--- src/rtl/ihm_display_seq.sv ---
// Sequential signed-number display driver: serial double-dabble conversion of a
// two's-complement value into registered seven-segment codes, sign and overflow.
module ihm_display_seq #(
    parameter int WIDTH          = 14,
    parameter int DIGITS         = 4,
    parameter int BLANK_LZ       = 1,
    parameter int SEG_ACTIVE_LOW = 1
) (
    input  logic                  clk,
    input  logic                  rst_n,
    input  logic                  load,
    input  logic [WIDTH-1:0]      din,
    output logic                  busy,
    output logic                  done,
    output logic                  sig,
    output logic                  ovf,
    output logic [7*DIGITS-1:0]   seg
);

    // Decimal digits needed for the largest magnitude, 2^(WIDTH-1).
    function automatic int bcd_digits(input int w);
        logic [127:0] v;
        int           n;
        v = 128'd1 << (w - 1);
        n = 1;
        for (int i = 0; i < 40; i++) begin
            if (v >= 128'd10) begin
                v = v / 128'd10;
                n = n + 1;
            end else begin
                v = v;
            end
        end
        return n;
    endfunction

    localparam int NB = bcd_digits(WIDTH);
    localparam int BW = 4 * NB;
    localparam int XN = (NB > DIGITS) ? NB : DIGITS;
    localparam int CW = $clog2(WIDTH + 1);

    localparam logic [6:0] GLYPH_BLANK = 7'b1111111;
    localparam logic [6:0] GLYPH_DASH  = 7'b0111111;

    function automatic logic [BW-1:0] dd_adjust(input logic [BW-1:0] b);
        logic [BW-1:0] r;
        r = b;
        for (int i = 0; i < NB; i++) begin
            if (b[4*i +: 4] >= 4'd5) begin
                r[4*i +: 4] = b[4*i +: 4] + 4'd3;
            end else begin
                r[4*i +: 4] = b[4*i +: 4];
            end
        end
        return r;
    endfunction

    // Active-low glyph codes, {g,f,e,d,c,b,a}.
    function automatic logic [6:0] glyph(input logic [3:0] d);
        case (d)
            4'd0:    glyph = 7'b1000000;
            4'd1:    glyph = 7'b1111001;
            4'd2:    glyph = 7'b0100100;
            4'd3:    glyph = 7'b0110000;
            4'd4:    glyph = 7'b0011001;
            4'd5:    glyph = 7'b0010010;
            4'd6:    glyph = 7'b0000010;
            4'd7:    glyph = 7'b1111000;
            4'd8:    glyph = 7'b0000000;
            4'd9:    glyph = 7'b0010000;
            default: glyph = GLYPH_BLANK;
        endcase
    endfunction

    function automatic logic [6:0] seg_pol(input logic [6:0] c);
        return (SEG_ACTIVE_LOW != 0) ? c : ~c;
    endfunction

    typedef enum logic [1:0] {
        S_IDLE  = 2'd0,
        S_SHIFT = 2'd1,
        S_DONE  = 2'd2
    } state_t;

    state_t               state_r;
    logic                 neg_r;
    logic [WIDTH-1:0]     mag_r;
    logic [BW-1:0]        bcd_r;
    logic [CW-1:0]        cnt_r;

    logic [BW-1:0]        adj_s;
    logic [4*XN-1:0]      bcd_x_s;
    logic                 ovf_s;
    logic                 lead_s;
    logic [3:0]           nib_s;
    logic [6:0]           code_s;
    logic [7*DIGITS-1:0]  seg_s;

    assign adj_s   = dd_adjust(bcd_r);
    assign bcd_x_s = (4*XN)'(bcd_r);

    // Overflow whenever any BCD digit above the displayed ones is non-zero.
    always_comb begin
        ovf_s = 1'b0;
        for (int i = DIGITS; i < XN; i++) begin
            if (bcd_x_s[4*i +: 4] != 4'd0) begin
                ovf_s = 1'b1;
            end else begin
                ovf_s = ovf_s;
            end
        end
    end

    // Next display image, scanned from the top digit so leading zeros can be blanked.
    always_comb begin
        seg_s  = '0;
        lead_s = 1'b1;
        nib_s  = 4'd0;
        code_s = GLYPH_BLANK;
        for (int i = DIGITS - 1; i >= 0; i--) begin
            nib_s = bcd_x_s[4*i +: 4];
            if (ovf_s) begin
                code_s = GLYPH_DASH;
            end else if ((BLANK_LZ != 0) && (i != 0) && lead_s && (nib_s == 4'd0)) begin
                code_s = GLYPH_BLANK;
            end else begin
                code_s = glyph(nib_s);
                lead_s = 1'b0;
            end
            seg_s[7*i +: 7] = seg_pol(code_s);
        end
    end

    // Control FSM with conversion datapath and registered display outputs.
    always_ff @(posedge clk or negedge rst_n) begin
        if (!rst_n) begin
            state_r <= S_IDLE;
            neg_r   <= 1'b0;
            mag_r   <= '0;
            bcd_r   <= '0;
            cnt_r   <= '0;
            busy    <= 1'b0;
            done    <= 1'b0;
            sig     <= 1'b0;
            ovf     <= 1'b0;
            seg     <= {DIGITS{seg_pol(GLYPH_BLANK)}};
        end else begin
            case (state_r)
                S_IDLE: begin
                    done <= 1'b0;
                    if (load) begin
                        neg_r   <= din[WIDTH-1];
                        mag_r   <= din[WIDTH-1] ? (~din + WIDTH'(1)) : din;
                        bcd_r   <= '0;
                        cnt_r   <= CW'(WIDTH);
                        busy    <= 1'b1;
                        state_r <= S_SHIFT;
                    end else begin
                        state_r <= S_IDLE;
                    end
                end
                S_SHIFT: begin
                    done           <= 1'b0;
                    {bcd_r, mag_r} <= {adj_s, mag_r} << 1;
                    cnt_r          <= cnt_r - CW'(1);
                    if (cnt_r == CW'(1)) begin
                        state_r <= S_DONE;
                    end else begin
                        state_r <= S_SHIFT;
                    end
                end
                S_DONE: begin
                    seg     <= seg_s;
                    sig     <= neg_r;
                    ovf     <= ovf_s;
                    done    <= 1'b1;
                    busy    <= 1'b0;
                    state_r <= S_IDLE;
                end
                default: begin
                    busy    <= 1'b0;
                    done    <= 1'b0;
                    state_r <= S_IDLE;
                end
            endcase
        end
    end

endmodule

--- config.mk ---
export PLATFORM = sky130hd
export DESIGN_NAME = ihm_display_seq
export DESIGN_NICKNAME = d
export VERILOG_FILES = /design/src/rtl/ihm_display_seq.sv
export SDC_FILE = /design/constraint.sdc
export NUM_CORES = 1
export LEC_CHECK = 0
export CORE_ASPECT_RATIO = 1.25
export CORE_MARGIN = 5
export CORE_UTILIZATION = 45
export DETAILED_ROUTE_END_ITERATION = 8
export GPL_TIMING_DRIVEN = 0
export HOLD_SLACK_MARGIN = 0.02
export PLACE_DENSITY = 0.69
export RECOVER_POWER = 50
export SLEW_MARGIN = 20
export SYNTH_ARGS = -nofsm -noshare
export SYNTH_HDL_FRONTEND = slang
export SYNTH_SLANG_ARGS = --single-unit
--- constraint.sdc ---
create_clock -name clk -period 1.5 [get_ports clk]
set_clock_uncertainty 0.1 [all_clocks]
set_input_delay 0.3 -clock clk [delete_from_list [all_inputs] [get_ports clk]]
set_output_delay 0.3 -clock clk [all_outputs]
set_load 0.1 [all_outputs]
# After elaboration in Yosys (flattened, before gate mapping)
# Memory sizes are Yosys's and may differ from the RTL's. A register that Yosys moved wholly into a read port is not among the register bits.
# Index checks and enable logic that the tools add are counted.
[totals]
register_bits = 68
rom_bits = 448
output_inout_bits = 32
wordCells = 62
memories = 4
[memory_table]
columns = ["name", "depth", "width", "read_ports", "rd_ports_with_merged_regs", "wr", "line_no", "rtl"]
rows = [
  ["(name not given)", 16, 7, 1, 0, 0, "60", "case (d)"],
  ["(name not given)", 16, 7, 1, 0, 0, "60", ""],
  ["(name not given)", 16, 7, 1, 0, 0, "60", ""],
  ["(name not given)", 16, 7, 1, 1, 0, "60", ""],
]
[op_classes]
n_addsub = 6
n_lt_le_gt_ge = 4
eq_ne = 4
mux = 22
n_bitwise = 2
reduce_logical = 11
[op_table]
columns = ["cell", "n"]
rows = [
  ["16-bit case mux with 2 select lines", 1],
  ["14-bit two-way mux", 2],
  ["14-bit case mux with 2 select lines", 1],
  ["7-bit two-way mux", 3],
  ["4-bit by 3-bit greater-or-equal comparator with 1-bit output (second input constant)", 4],
  ["16-bit two-way mux", 1],
  ["4-bit two-way mux", 4],
  ["14-bit by 1-bit adder with 14-bit output (second input constant)", 1],
  ["14-bit NOT", 1],
  ["4-bit by 2-bit adder with 4-bit output (second input constant)", 3],
  ["4-bit logical NOT", 3],
  ["4-bit case mux with 2 select lines", 1],
  ["2-bit AND reduction", 3],
  ["1-bit two-way mux", 5],
  ["4-bit by 1-bit == test with 1-bit output (second input constant)", 1],
  ["2-bit case mux with 2 select lines", 1],
  ["4-bit by 1-bit subtractor with 4-bit output (second input constant)", 1],
  ["3-bit by 2-bit adder with 3-bit output (second input constant)", 1],
  ["3-bit two-way mux", 1],
  ["2-bit by 1-bit == test with 1-bit output (second input constant)", 1],
  ["2-bit == test (second input constant)", 1],
  ["1-bit logical AND", 2],
  ["2-bit logical NOT", 1],
  ["2-bit two-way mux", 1],
  ["other kinds (5)", 5],
]

# Logic depth before layout (Yosys ltp)
# Gate-level depths: netlist of the first run.
[logic_depth]
ltp_word = 6
depth_mapped = 6
mapped_depth_nobuf = 6

# Least setup slack after synthesis of the first run
# No wires, ideal clock.
[synth_timing]
path_type = "input to register"
startpoint = "in din[0]"
endpoint = "reg mag_r[8]"
setup_ns = 0.131
arrival_time_ns = 1.483
slack_ns = -0.214
stages = 6
cell_sequence = "inv_1 > ha_1 > or3b_2 > o31ai_1 > xor2_1 > o21ai_1"
[synth_via]
elab_chain_cells = 5
[synth_lines]
columns = ["item", "line_no", "rtl"]
rows = [
  ["from (decl)", "12", "input logic [WIDTH-1:0] din,"],
  ["14-bit NOT", "153", "mag_r <= din[WIDTH-1] ? (~din + WIDTH'(1)) : din;"],
  ["14-bit by 1-bit adder with 14-bit output", "153", ""],
  ["14-bit two-way mux", "153", ""],
  ["14-bit two-way mux", "151", "if (load) begin"],
  ["14-bit case mux with 2 select lines", "148", "case (state_r)"],
  ["to (signal assigned)", "153", ""],
  ["to (signal assigned)", "164", "{bcd_r, mag_r} <= {adj_s, mag_r} << 1;"],
  ["to (decl)", "87", "logic [WIDTH-1:0] mag_r;"],
]
# Every way passes these cells. The select of a mux whose other input is x is not followed.
# A chain may end at the register's enable or synchronous reset.

# Worst setup path in the final report of the first run
[layout_timing]
startpoint = "reg bcd_r[14]"
endpoint = "reg seg[10]"
[layout_via]
elab_chain_cells = 6
[layout_lines]
columns = ["item", "line_no", "rtl"]
rows = [
  ["from (decl)", "88", "logic [BW-1:0] bcd_r;"],
  ["from (signal assigned)", "164", ""],
  ["4-bit logical NOT (*)", "124", "end else if ((BLANK_LZ != 0) && (i != 0) && lead_s && (nib_s == 4'd0)) begin"],
  ["1-bit two-way mux (*)", "124", ""],
  ["1-bit logical AND", "124", ""],
  ["1-bit two-way mux (*)", "124", ""],
  ["1-bit logical AND (*)", "124", ""],
  ["7-bit two-way mux (*)", "124", ""],
  ["to (signal assigned)", "146", "seg <= {DIGITS{seg_pol(GLYPH_BLANK)}};"],
  ["to (signal assigned)", "173", "seg <= seg_s;"],
  ["to (decl)", "17", "output logic [7*DIGITS-1:0] seg"],
]
# Mark *: on every way between the ends. The rest lies on a longest branch, timed or not.

==> qor.csv, run 1 <==
metric,value,unit
status,"complete, but fails checks",
failing checks,setup timing,
IO Count,49,
Post-synth EDFFs,0,
Async SR Flop Fraction,100,%
Die Area,11000,um2
MaxCap Viol Count,0,
most frequent cells in the layout,"36 x buf_4, 31 x dfrtp_1, 30 x nor2_1",
CORE AREA,8750,um2
average size of a mapped cell,9.42,um2
register area share after synthesis,42.8,%
Setup TNS,-4.47,ns
final worst path period need,1.81,ns
Worst-Skew Late Latency,0.36,ns
Crit-path slowest cell,dfrtp_2,
Finished Core Util,71.6,%
# rows,38,
Synth Cell Area,4060,um2
largest net degree at the start of global routing,57,
share of layout cells above drive strength 1,48.5,%
Starting Density,46.4,%
crit-path max FO,4,
DIE WIDTH,94.9,um
IO buf count,47,
Worst setup EP type,flop,
worst path buffer plus inverter count,0,
Nets,577,
number of global-route vias before repair,3710,
Slew @ Worst Pin,0.856,ns
Worst Setup Start Kind,flop,
area of the multi-input gates,2660,um2
drt first-iter violations,159,
CTS Sinks,68,
routed vias/inst,5.52,
endpoints failing setup,47,
Post-Syn Instances,431,
clock buffer depth,2,
TritonCTS clock tree,yes,
Routed WL,11.3,mm
crit share post-route,120,%
routed len/inst,17.2,um
fill cell count,631,
H-tree depth,3,
total CTS buffers,9,
final worst slack,-0.306,ns
cell area after placement,4840,um2
Yosys cell types,57,
Max Clk Rate,554,MHz
register clock-pin slew on the reported worst setup and hold paths,0.07,ns
"commonest non-fill, non-tap cell in the layout",buf_4,
CP top delay family,simple AND/OR/NAND/NOR gates,
Die Ht,116,um
"Hold Vio Cnt, Final",0,
Antenna Cells,0,
CP arrival,1.99,ns
antenna violations before repair,0,
global placement routability congestion,0.852,
First-pass DRT Iterations,5,
# DRC,0,
vias,3634,
HPWL Detailed,6.77,mm
Slew Limit Fails,0,
Root Buffer Master,clkbuf_8,
crit path kind,reg -> reg,
first-pass GRT wire length,17.9,mm
Max-slew headroom,43.0,%
Tot GR Track Use,20.7,%
syn nets,475,
Min-Delay Path Class,in -> reg,
CP max stage delay,0.44,ns
Reg area,1750,um2
Area Overhead vs Synth,54.3,%
Synth Register Bits,68,
unrepaired setup endpoints after global routing,yes,
Synth warnings,0,
"Design Area, Final",6260,um2
grt ovf,0,
antenna-violating nets left,0,
crit path cell chain,"nor4_4, nand4_2, o311a_4, a21oi_4",
Main synth FF type,dfrtp_1,
critical path data required time,1.69,ns
-- synthesized netlist by cell type (all sizes together) (2+ instances only) --
| cell type | n | area, um2 |
|---|---|---|
| and2 | 2 | 12.5 |
| nand2 | 41 | 154 |
| and3 | 4 | 25.0 |
| nor4 | 4 | 55.1 |
| or3 | 4 | 25.0 |
| o21ba | 2 | 20.0 |
| a211oi | 3 | 22.5 |
| nor2 | 30 | 113 |
| nor3 | 3 | 15.0 |
| nor2b | 6 | 37.5 |
| o31ai | 9 | 81.3 |
| nor3b | 9 | 72.6 |
| o22a | 8 | 70.1 |
| mux2i | 7 | 70.1 |
| a221oi | 2 | 17.5 |
| dfstp | 28 | 736 |
| nand2b | 10 | 62.6 |
| xnor2 | 8 | 70.1 |
| a22o | 4 | 35.0 |
| dfrtp | 40 | 1000 |
| o22ai | 2 | 12.5 |
| a21o | 2 | 15.0 |
| clkbuf | 17 | 65.1 |
| or4 | 2 | 22.5 |
| a22oi | 8 | 60.1 |
| a31oi | 2 | 12.5 |
| o21bai | 3 | 22.5 |
| a21oi | 32 | 164 |
| xor2 | 8 | 70.1 |
| o41ai | 2 | 36.3 |
| o21ai | 53 | 265 |
| buf | 11 | 62.6 |
| or3b | 2 | 17.5 |
| inv | 24 | 90.1 |
| nand3 | 2 | 10.0 |
| ha | 27 | 338 |
-- final cells by class --
| cell class | count | area share (%) |
|---|---|---|
| multi-input combinational | 311 | 42.4 |
| sequential | 68 | 27.9 |
| timing repair buffer | 93 | 18.6 |
| buffer | 26 | 3.74 |
| clock buffer | 14 | 2.44 |
| tap | 120 | 2.40 |
| inverter | 24 | 1.92 |
| clock inverter | 2 | 0.559 |
-- through the flow --
step / std cells / hold slack, ns / setup WS (ns)
2_1_floorplan: 431 / -0.0956 / -0.0650
3_3_place_gp: 598 / 0.360 / -2.47
3_5_place_dp: 599 / 0.0707 / -0.831
4_1_cts: 642 / 0.137 / -0.239
5_1_grt: 658 / 0.145 / -0.306
6_report: 658 / 0.138 / -0.306
-- path summary, 6_finish.rpt --
check                                       from              endpoint  slack (ns)  depth (start not counted)
setup / recovery           bcd_r[14]$_DFFE_PN0P_   seg[10]$_DFFE_PN1P_       -0.31                          4
hold / removal                            din[0]  mag_r[0]$_DFFE_PN0P_        0.14                          3
setup reg to reg           bcd_r[14]$_DFFE_PN0P_   seg[10]$_DFFE_PN1P_       -0.31                          4
hold reg to reg              seg[27]$_DFFE_PN1P_   seg[27]$_DFFE_PN1P_        0.39                          2
max in group asynchronous                  rst_n   seg[22]$_DFFE_PN1P_        0.02                          3
min in group asynchronous                  rst_n  bcd_r[0]$_DFFE_PN0P_        0.47                          2
-- worst register-to-register path, cell delays in order (launching register included) --
cell     delay (ns)
dfrtp_2        0.44
nor4_4         0.39
nand4_2        0.24
o311a_4        0.44
a21oi_4        0.14
-- cell families (layout without fill, tap and decap cells) --
group	Yosys count	count (layout)	synth area share, %
xor+xnor	16	16	3.45
flops	68	68	42.8
other cells	1	1	0.0924
mux	7	7	1.73
buf+inv	52	159	5.36
fa+ha+maj	27	27	8.32
simple gates	121	121	15.8
compound gates	139	139	22.4
-- flip-flops by register name, summed over array words and instances (netlist names) --
name,flops
bcd_r,16
busy,1
cnt_r,4
done,1
mag_r,14
neg_r,1
seg,28
sig,1
state_r,2
-- repair_timing --
action,4_1_cts,5_1_grt
setup buffers,25,18
cloned,3,1
gates resized for setup,369,120
endpoints found under the setup margin,97,88
pin swaps,25,47
hold endpoints to repair,46,0
hold buffers,1,0
-- routing by layer --
metal	global-route usage, %	wire [um]	up-vias
met5	0	0	-
met4	8.76	387	0
met3	3.09	354	31
met2	38.1	6250	77
met1	23.6	4340	1803
li1	-	-	1723
Power of run 1 is not shown: default switching activity piles up to over one toggle a cycle in this logic, so the estimate is an artifact.
==> run 2: changes to the inputs <==
--- a/config.mk
+++ b/config.mk
@@ -7,11 +7,11 @@
 export LEC_CHECK = 0
 export CORE_ASPECT_RATIO = 1.25
 export CORE_MARGIN = 5
-export CORE_UTILIZATION = 45
+export CORE_UTILIZATION = 42
 export DETAILED_ROUTE_END_ITERATION = 8
 export GPL_TIMING_DRIVEN = 0
 export HOLD_SLACK_MARGIN = 0.02
-export PLACE_DENSITY = 0.69
+export PLACE_DENSITY = 0.65
 export RECOVER_POWER = 50
 export SLEW_MARGIN = 20
 export SYNTH_ARGS = -nofsm -noshare
==> run 2 against run 1 <==
Net effect: the flow still finishes with violations (setup timing); core utilization fell by 7.7 points; clock-buffer cell count rose by 2; critical path depth did not move; wire length fell by 6.0%; cell area fell by 2.4%; maximum frequency rose by 9.0%; first-iteration DRC count rose by 2.5%; critical path type unchanged; critical endpoint is now seg[11]$_DFFE_PN1P_.
==> qor.csv, run 2 (synthesis results as in run 1) <==
metric,value,unit,change
status,"complete, but fails checks",,unchanged
failing checks,setup timing,,unchanged
final worst slack,-0.157,ns,was -0.306 ns
Worst setup EP type,flop,,unchanged
Die Ht,120,um,was 116 um
unrepaired setup endpoints after global routing,yes,,unchanged
final worst path period need,1.66,ns,was 1.81 ns
antenna violations before repair,0,,unchanged
CORE AREA,9560,um2,was 8750 um2
crit-path max FO,4,,unchanged
Worst Setup Start Kind,flop,,unchanged
worst hold start,din[10],,was din[0]
worst path buffer plus inverter count,0,,unchanged
routed vias/inst,5.30,,was 5.52
vias,3503,,"was 3,634"
critical path data required time,1.66,ns,was 1.69 ns
Min-Delay Path Class,in -> reg,,unchanged
register clock-pin slew on the reported worst setup and hold paths,0.06,ns,was 0.07 ns
crit path kind,reg -> reg,,unchanged
largest reg by FF count,seg,,unchanged
CP arrival,1.82,ns,was 1.99 ns
Routed WL,10.7,mm,was 11.3 mm
antenna-violating nets left,0,,unchanged
DIE WIDTH,97.9,um,was 94.9 um
Root Buffer Master,clkbuf_16,,was clkbuf_8
CP max stage delay,0.44,ns,about the same
Finished Core Util,63.9,%,was 71.6%
R2R Path Start,bcd_r[14]$_DFFE_PN0P_,,unchanged
CTS Sinks,68,,unchanged
HPWL Detailed,6.39,mm,was 6.77 mm
crit share post-route,110,%,was 120%
Slew Limit Fails,0,,unchanged
# rows,40,,was 38
total CTS buffers,9,,unchanged
number of global-route vias before repair,3508,,"was 3,710"
# DRC,0,,unchanged
crit path cell chain,"nor4_4, nand4_2, a221o_1, a31oi_1",,"was nor4_4, nand4_2, o311a_4, a21oi_4"
max reg flops,28,,unchanged
Starting Density,42.5,%,was 46.4%
First-pass DRT Iterations,5,,unchanged
Nets,574,,was 577
Worst Hold Slack,0.193,ns,was 0.138 ns
global placement routability congestion,0.874,,was 0.852
IO Count,49,,unchanged
"Hold Vio Cnt, Final",0,,unchanged
Die Area,11700,um2,"was 11,000 um2"
Area Overhead vs Synth,50.6,%,was 54.3%
most frequent cells in the layout,"36 x nand2_1, 35 x buf_4, 31 x dfrtp_1",,"was 36 x buf_4, 31 x dfrtp_1, 30 x nor2_1"
H-tree depth,3,,unchanged
largest registers,"seg (28), bcd_r (16), mag_r (14)",,unchanged
clock buffer depth,2,,unchanged
"commonest non-fill, non-tap cell in the layout",nand2_1,,was buf_4
fill cell count,757,,was 631
TritonCTS clock tree,yes,,unchanged
MaxCap Viol Count,0,,unchanged
grt ovf,0,,unchanged
IO buf count,47,,unchanged
Max Clk Rate,604,MHz,was 554 MHz
Antenna Cells,0,,unchanged
share of layout cells above drive strength 1,47.5,%,was 48.5%
drt first-iter violations,163,,was 159
CP top delay family,simple AND/OR/NAND/NOR gates,,unchanged
Worst Setup SP,bcd_r[14]$_DFFE_PN0P_,,unchanged
Crit-path slowest cell,dfrtp_2,,unchanged
largest net degree at the start of global routing,56,,was 57
Tot GR Track Use,17.7,%,was 20.7%
endpoints failing setup,24,,was 47
routed len/inst,16.1,um,was 17.2 um
Worst-Skew Late Latency,0.34,ns,was 0.36 ns
first-pass GRT wire length,17.0,mm,was 17.9 mm
run 2: cell types whose count changed in the layout (fill, tap and decap cells not counted), sizes merged:
cell           delta
clkbuf            +2
clkdlybuf4s50     -1
clkdlybuf4s15     +1
dlygate4sd2       -3
inv               -1
bufinv            -1
run 2: layout make-up:
class / count / area [um2] / share of cell area (%)
Buffer: 27 / 239 / 3.91
Sequential cell: 68 / 1750 / 28.6
Clock buffer: 16 / 262 / 4.28
Inverter: 24 / 130 / 2.13
Multi-Input combinational cell: 311 / 2580 / 42.3
Timing Repair Buffer: 89 / 993 / 16.3
Tap cell: 126 / 158 / 2.58
run 2: layer usage:
| metal | routed length (um) | track usage, % | vias up |
|---|---|---|---|
| met3 | 428 | 3.14 | 16 |
| met5 | 0 | 0 | - |
| met2 | 5600 | 30.3 | 86 |
| met4 | 195 | 7.71 | 0 |
| li1 | - | - | 1715 |
| met1 | 4430 | 21.7 | 1686 |
run 2: final timing paths:
| kind | to | slack, ns | cells after the start |
|---|---|---|---|
| min | mag_r[10]$_DFFE_PN0P_ | 0.19 | 3 |
| max in group asynchronous | bcd_r[1]$_DFFE_PN0P_ | 0.31 | 3 |
| min in group asynchronous | done$_DFF_PN0_ | 0.26 | 2 |
| min reg2reg | seg[4]$_DFFE_PN1P_ | 0.38 | 2 |
| max reg2reg | seg[11]$_DFFE_PN1P_ | -0.16 | 4 |
| max | seg[11]$_DFFE_PN1P_ | -0.16 | 4 |
run 2: tightest hold or removal path, delay by kind of cell:
kind,cells,cell delay [ns]
buffers and inverters,1,0.10
AOI/OAI and AO/OA,1,0.12
xor gates and xnor gates,1,0.07
run 2: metrics by stage:
stage / setup WS (ns) / setup TNS (ns) / area [um2] / cells
finish: -0.157 / -1.68 / 6110 / 661
global placement: -2.49 / -168.13 / 4820 / 604
global route: -0.181 / -3.46 / 6110 / 661
CTS: -0.171 / -1.91 / 5620 / 649
floorplan: -0.0650 / -0.533 / 4190 / 431
detailed placement: -0.902 / -39.11 / 4840 / 605
run 2: what timing repair did:
item,4_1_cts,5_1_grt
gates cloned,3,1
endpoints found under the hold margin,13,0
setup buffers,25,12
pin swaps,31,37
gates resized for setup,320,146
endpoints found under the setup margin,96,87
hold buffers,1,0
Power of run 2 is left out for the same reason.
==> run 3: changes to the inputs <==
--- a/config.mk
+++ b/config.mk
@@ -9,9 +9,9 @@
 export CORE_MARGIN = 5
 export CORE_UTILIZATION = 42
 export DETAILED_ROUTE_END_ITERATION = 8
+export DONT_BUFFER_PORTS = 1
 export GPL_TIMING_DRIVEN = 0
 export HOLD_SLACK_MARGIN = 0.02
-export PLACE_DENSITY = 0.65
 export RECOVER_POWER = 50
 export SLEW_MARGIN = 20
 export SYNTH_ARGS = -nofsm -noshare
==> constraint.sdc (replaced) <==
create_clock -name clk -period 1.83 [get_ports clk]
set_clock_uncertainty 0.1 [all_clocks]
set_input_delay 0.366 -clock clk [delete_from_list [all_inputs] [get_ports clk]]
set_output_delay 0.366 -clock clk [all_outputs]
set_load 0.1 [all_outputs]
==> run 3 against run 2 <==
Net effect: non-clock buffer count decreased by 88; highest routed layer unchanged; global-route usage decreased by 1.9 points; cell area decreased by 25%; final cell count decreased by 13%; the run ends with hold timing left; sequential share of layout area increased by 9.6 points; via count decreased by 12%; maximum frequency decreased by 5.1%; hold slack got worse by 0.56 ns; critical path type unchanged; core utilization decreased by 16 points; critical endpoint is now bcd_r[5]$_DFFE_PN0P_.
==> qor.csv, run 3 (synthesis results as in run 1) <==
metric,value,unit,change
antenna violations before repair,0,,unchanged
Area Overhead vs Synth,12.4,%,was 50.6%
Root Buffer Master,clkbuf_16,,unchanged
largest net degree at the start of global routing,69,,was 56
Tot GR Track Use,15.7,%,was 17.7%
Crit-path slowest cell,dfrtp_1,,was dfrtp_2
TritonCTS clock tree,yes,,unchanged
crit path cell chain,"inv_1, ha_1, nor2b_2, o21ba_2, xnor2_1, o21ai_0",,"was nor4_4, nand4_2, a221o_1, a31oi_1"
Slew @ Worst Pin,0.903,ns,
Slew Limit Fails,0,,unchanged
First-pass DRT Iterations,4,,was 5
share of layout cells above drive strength 1,19.2,%,was 47.5%
most frequent cells in the layout,"49 x o21ai_0, 41 x nand2_1, 37 x dfrtp_1",,"was 36 x nand2_1, 35 x buf_4, 31 x dfrtp_1"
CP Depth,6,,was 4
# rows,40,,unchanged
Die Ht,120,um,unchanged
vias,3098,,"was 3,503"
first-pass GRT wire length,15.1,mm,was 17.0 mm
Finished Core Util,47.7,%,was 63.9%
drt first-iter violations,153,,was 163
# DRC,0,,unchanged
MaxCap Viol Count,0,,unchanged
Worst Setup SP,bcd_r[5]$_DFFE_PN0P_,,was bcd_r[14]$_DFFE_PN0P_
Min-Delay Path Class,in -> async,,was in -> reg
Worst Reg2Reg Path Length in Cells,6,,was 4
critical path data required time,1.92,ns,was 1.66 ns
Die Area,11700,um2,unchanged
R2R Path Start,bcd_r[5]$_DFFE_PN0P_,,was bcd_r[14]$_DFFE_PN0P_
Max-slew headroom,39.8,%,
largest registers,"seg (28), bcd_r (16), mag_r (14)",,unchanged
antenna-violating nets left,0,,unchanged
max reg flops,28,,unchanged
H-tree depth,3,,unchanged
CORE AREA,9560,um2,unchanged
grt ovf,0,,unchanged
crit path kind,reg -> reg,,unchanged
HPWL Detailed,6.24,mm,was 6.39 mm
crit-path max FO,9,,was 4
routed vias/inst,5.41,,was 5.30
final worst path period need,1.74,ns,was 1.66 ns
IO buf count,0,,was 47
Nets,486,,was 574
Worst setup EP type,flop,,unchanged
Worst-Skew Late Latency,0.33,ns,was 0.34 ns
total CTS buffers,9,,unchanged
status,"complete, but fails checks",,unchanged
CP max stage delay,0.50,ns,was 0.44 ns
Worst Hold Slack,-0.371,ns,was 0.193 ns
clock buffer depth,2,,unchanged
endpoints failing setup,0,,was 24
CTS Sinks,68,,unchanged
Antenna Cells,0,,unchanged
CP top delay family,flip-flops,,was simple AND/OR/NAND/NOR gates
register clock-pin slew on the reported worst setup and hold paths,0.06,ns,about the same
number of global-route vias before repair,3201,,"was 3,508"
global placement routability congestion,0.827,,was 0.874
Starting Density,42.5,%,unchanged
"commonest non-fill, non-tap cell in the layout",o21ai_0,,was nand2_1
DIE WIDTH,97.9,um,unchanged
Worst Setup Start Kind,flop,,unchanged
failing checks,hold timing,,was setup timing
largest reg by FF count,seg,,unchanged
worst path buffer plus inverter count,1,,was 0
IO Count,49,,unchanged
Routed WL,8.85,mm,was 10.7 mm
Max Clk Rate,573,MHz,was 604 MHz
crit share post-route,95.3,%,was 110%
"Hold Vio Cnt, Final",68,,was 0
routed len/inst,15.4,um,was 16.1 um
CP arrival,1.83,ns,was 1.82 ns
==> run 3: cell types whose count changed in the layout (fill, tap and decap cells not counted), moves of 7 or more <==
cell,change
a21oi_1,+9
a21oi_2,-8
buf_12,-7
buf_4,-33
buf_6,-13
buf_8,-26
clkbuf_1,+7
ha_1,+10
ha_4,-8
inv_1,+8
inv_4,-9
o21ai_0,+27
o21ai_1,-16
o21ai_2,-11
==> run 3: routing by layer <==
| layer | wire length, um | up-vias | global-route usage (%) |
|---|---|---|---|
| met5 | 0 | - | 0 |
| met4 | 177 | 0 | 7.01 |
| met3 | 468 | 10 | 3.37 |
| met2 | 4180 | 79 | 26.1 |
| met1 | 4020 | 1478 | 19.6 |
| li1 | - | 1531 | - |
==> run 3: timing repair <==
item,4_1_cts,5_1_grt
endpoints found under the hold margin,68,68
cloned,0,0
resized for setup,5,19
setup endpoints to repair,16,27
buffers inserted,0,1
pin swaps,0,1
==> run 3: worst reg2reg max path: cells and delay by family (launching register included) <==
family / cells / cell delay, ns
AOI/OAI and AO/OA: 2 / 0.32
DFF: 1 / 0.50
adders and majority gates: 1 / 0.24
buffers and inverters: 1 / 0.14
and+or+nand+nor: 1 / 0.18
xor gates and xnor gates: 1 / 0.14
==> run 3: cell type report <==
type	instances	area [um2]
Multi-Input combinational cell	311	2140
Inverter	24	90.1
Buffer	27	129
Tap cell	126	158
Timing Repair Buffer	1	7.51
Sequential cell	68	1740
Clock buffer	15	288
Clock inverter	1	5.00
Fill cell	905	5000
==> run 3: final timing paths <==
path,to,slack (ns)
worst max-delay path,bcd_r[5]$_DFFE_PN0P_,0.09
worst min-delay path,mag_r[1]$_DFFE_PN0P_,-0.37
worst max register to register,bcd_r[5]$_DFFE_PN0P_,0.09
worst min register to register,neg_r$_DFFE_PN0N_,0.38
max in group asynchronous,seg[3]$_DFFE_PN1P_,1.80
min in group clk,mag_r[0]$_DFFE_PN0P_,0.11
==> run 3: metrics by stage <==
stage / setup TNS (ns) / hold slack [ns] / std cells / cell area, um2 / worst slack [ns]
final: 0 / -0.371 / 573 / 4560 / 0.0852
after global routing: -0.0159 / -0.383 / 573 / 4560 / -0.00647
after CTS: 0 / -0.382 / 573 / 4520 / 0.00873
after detailed placement: -1.37 / -0.0268 / 557 / 4220 / -0.133
after global placement: -1.61 / -0.0268 / 557 / 4220 / -0.181
after floorplan: 0 / -0.0296 / 431 / 4060 / 0.0502
Power of run 3 is left out for the same reason.
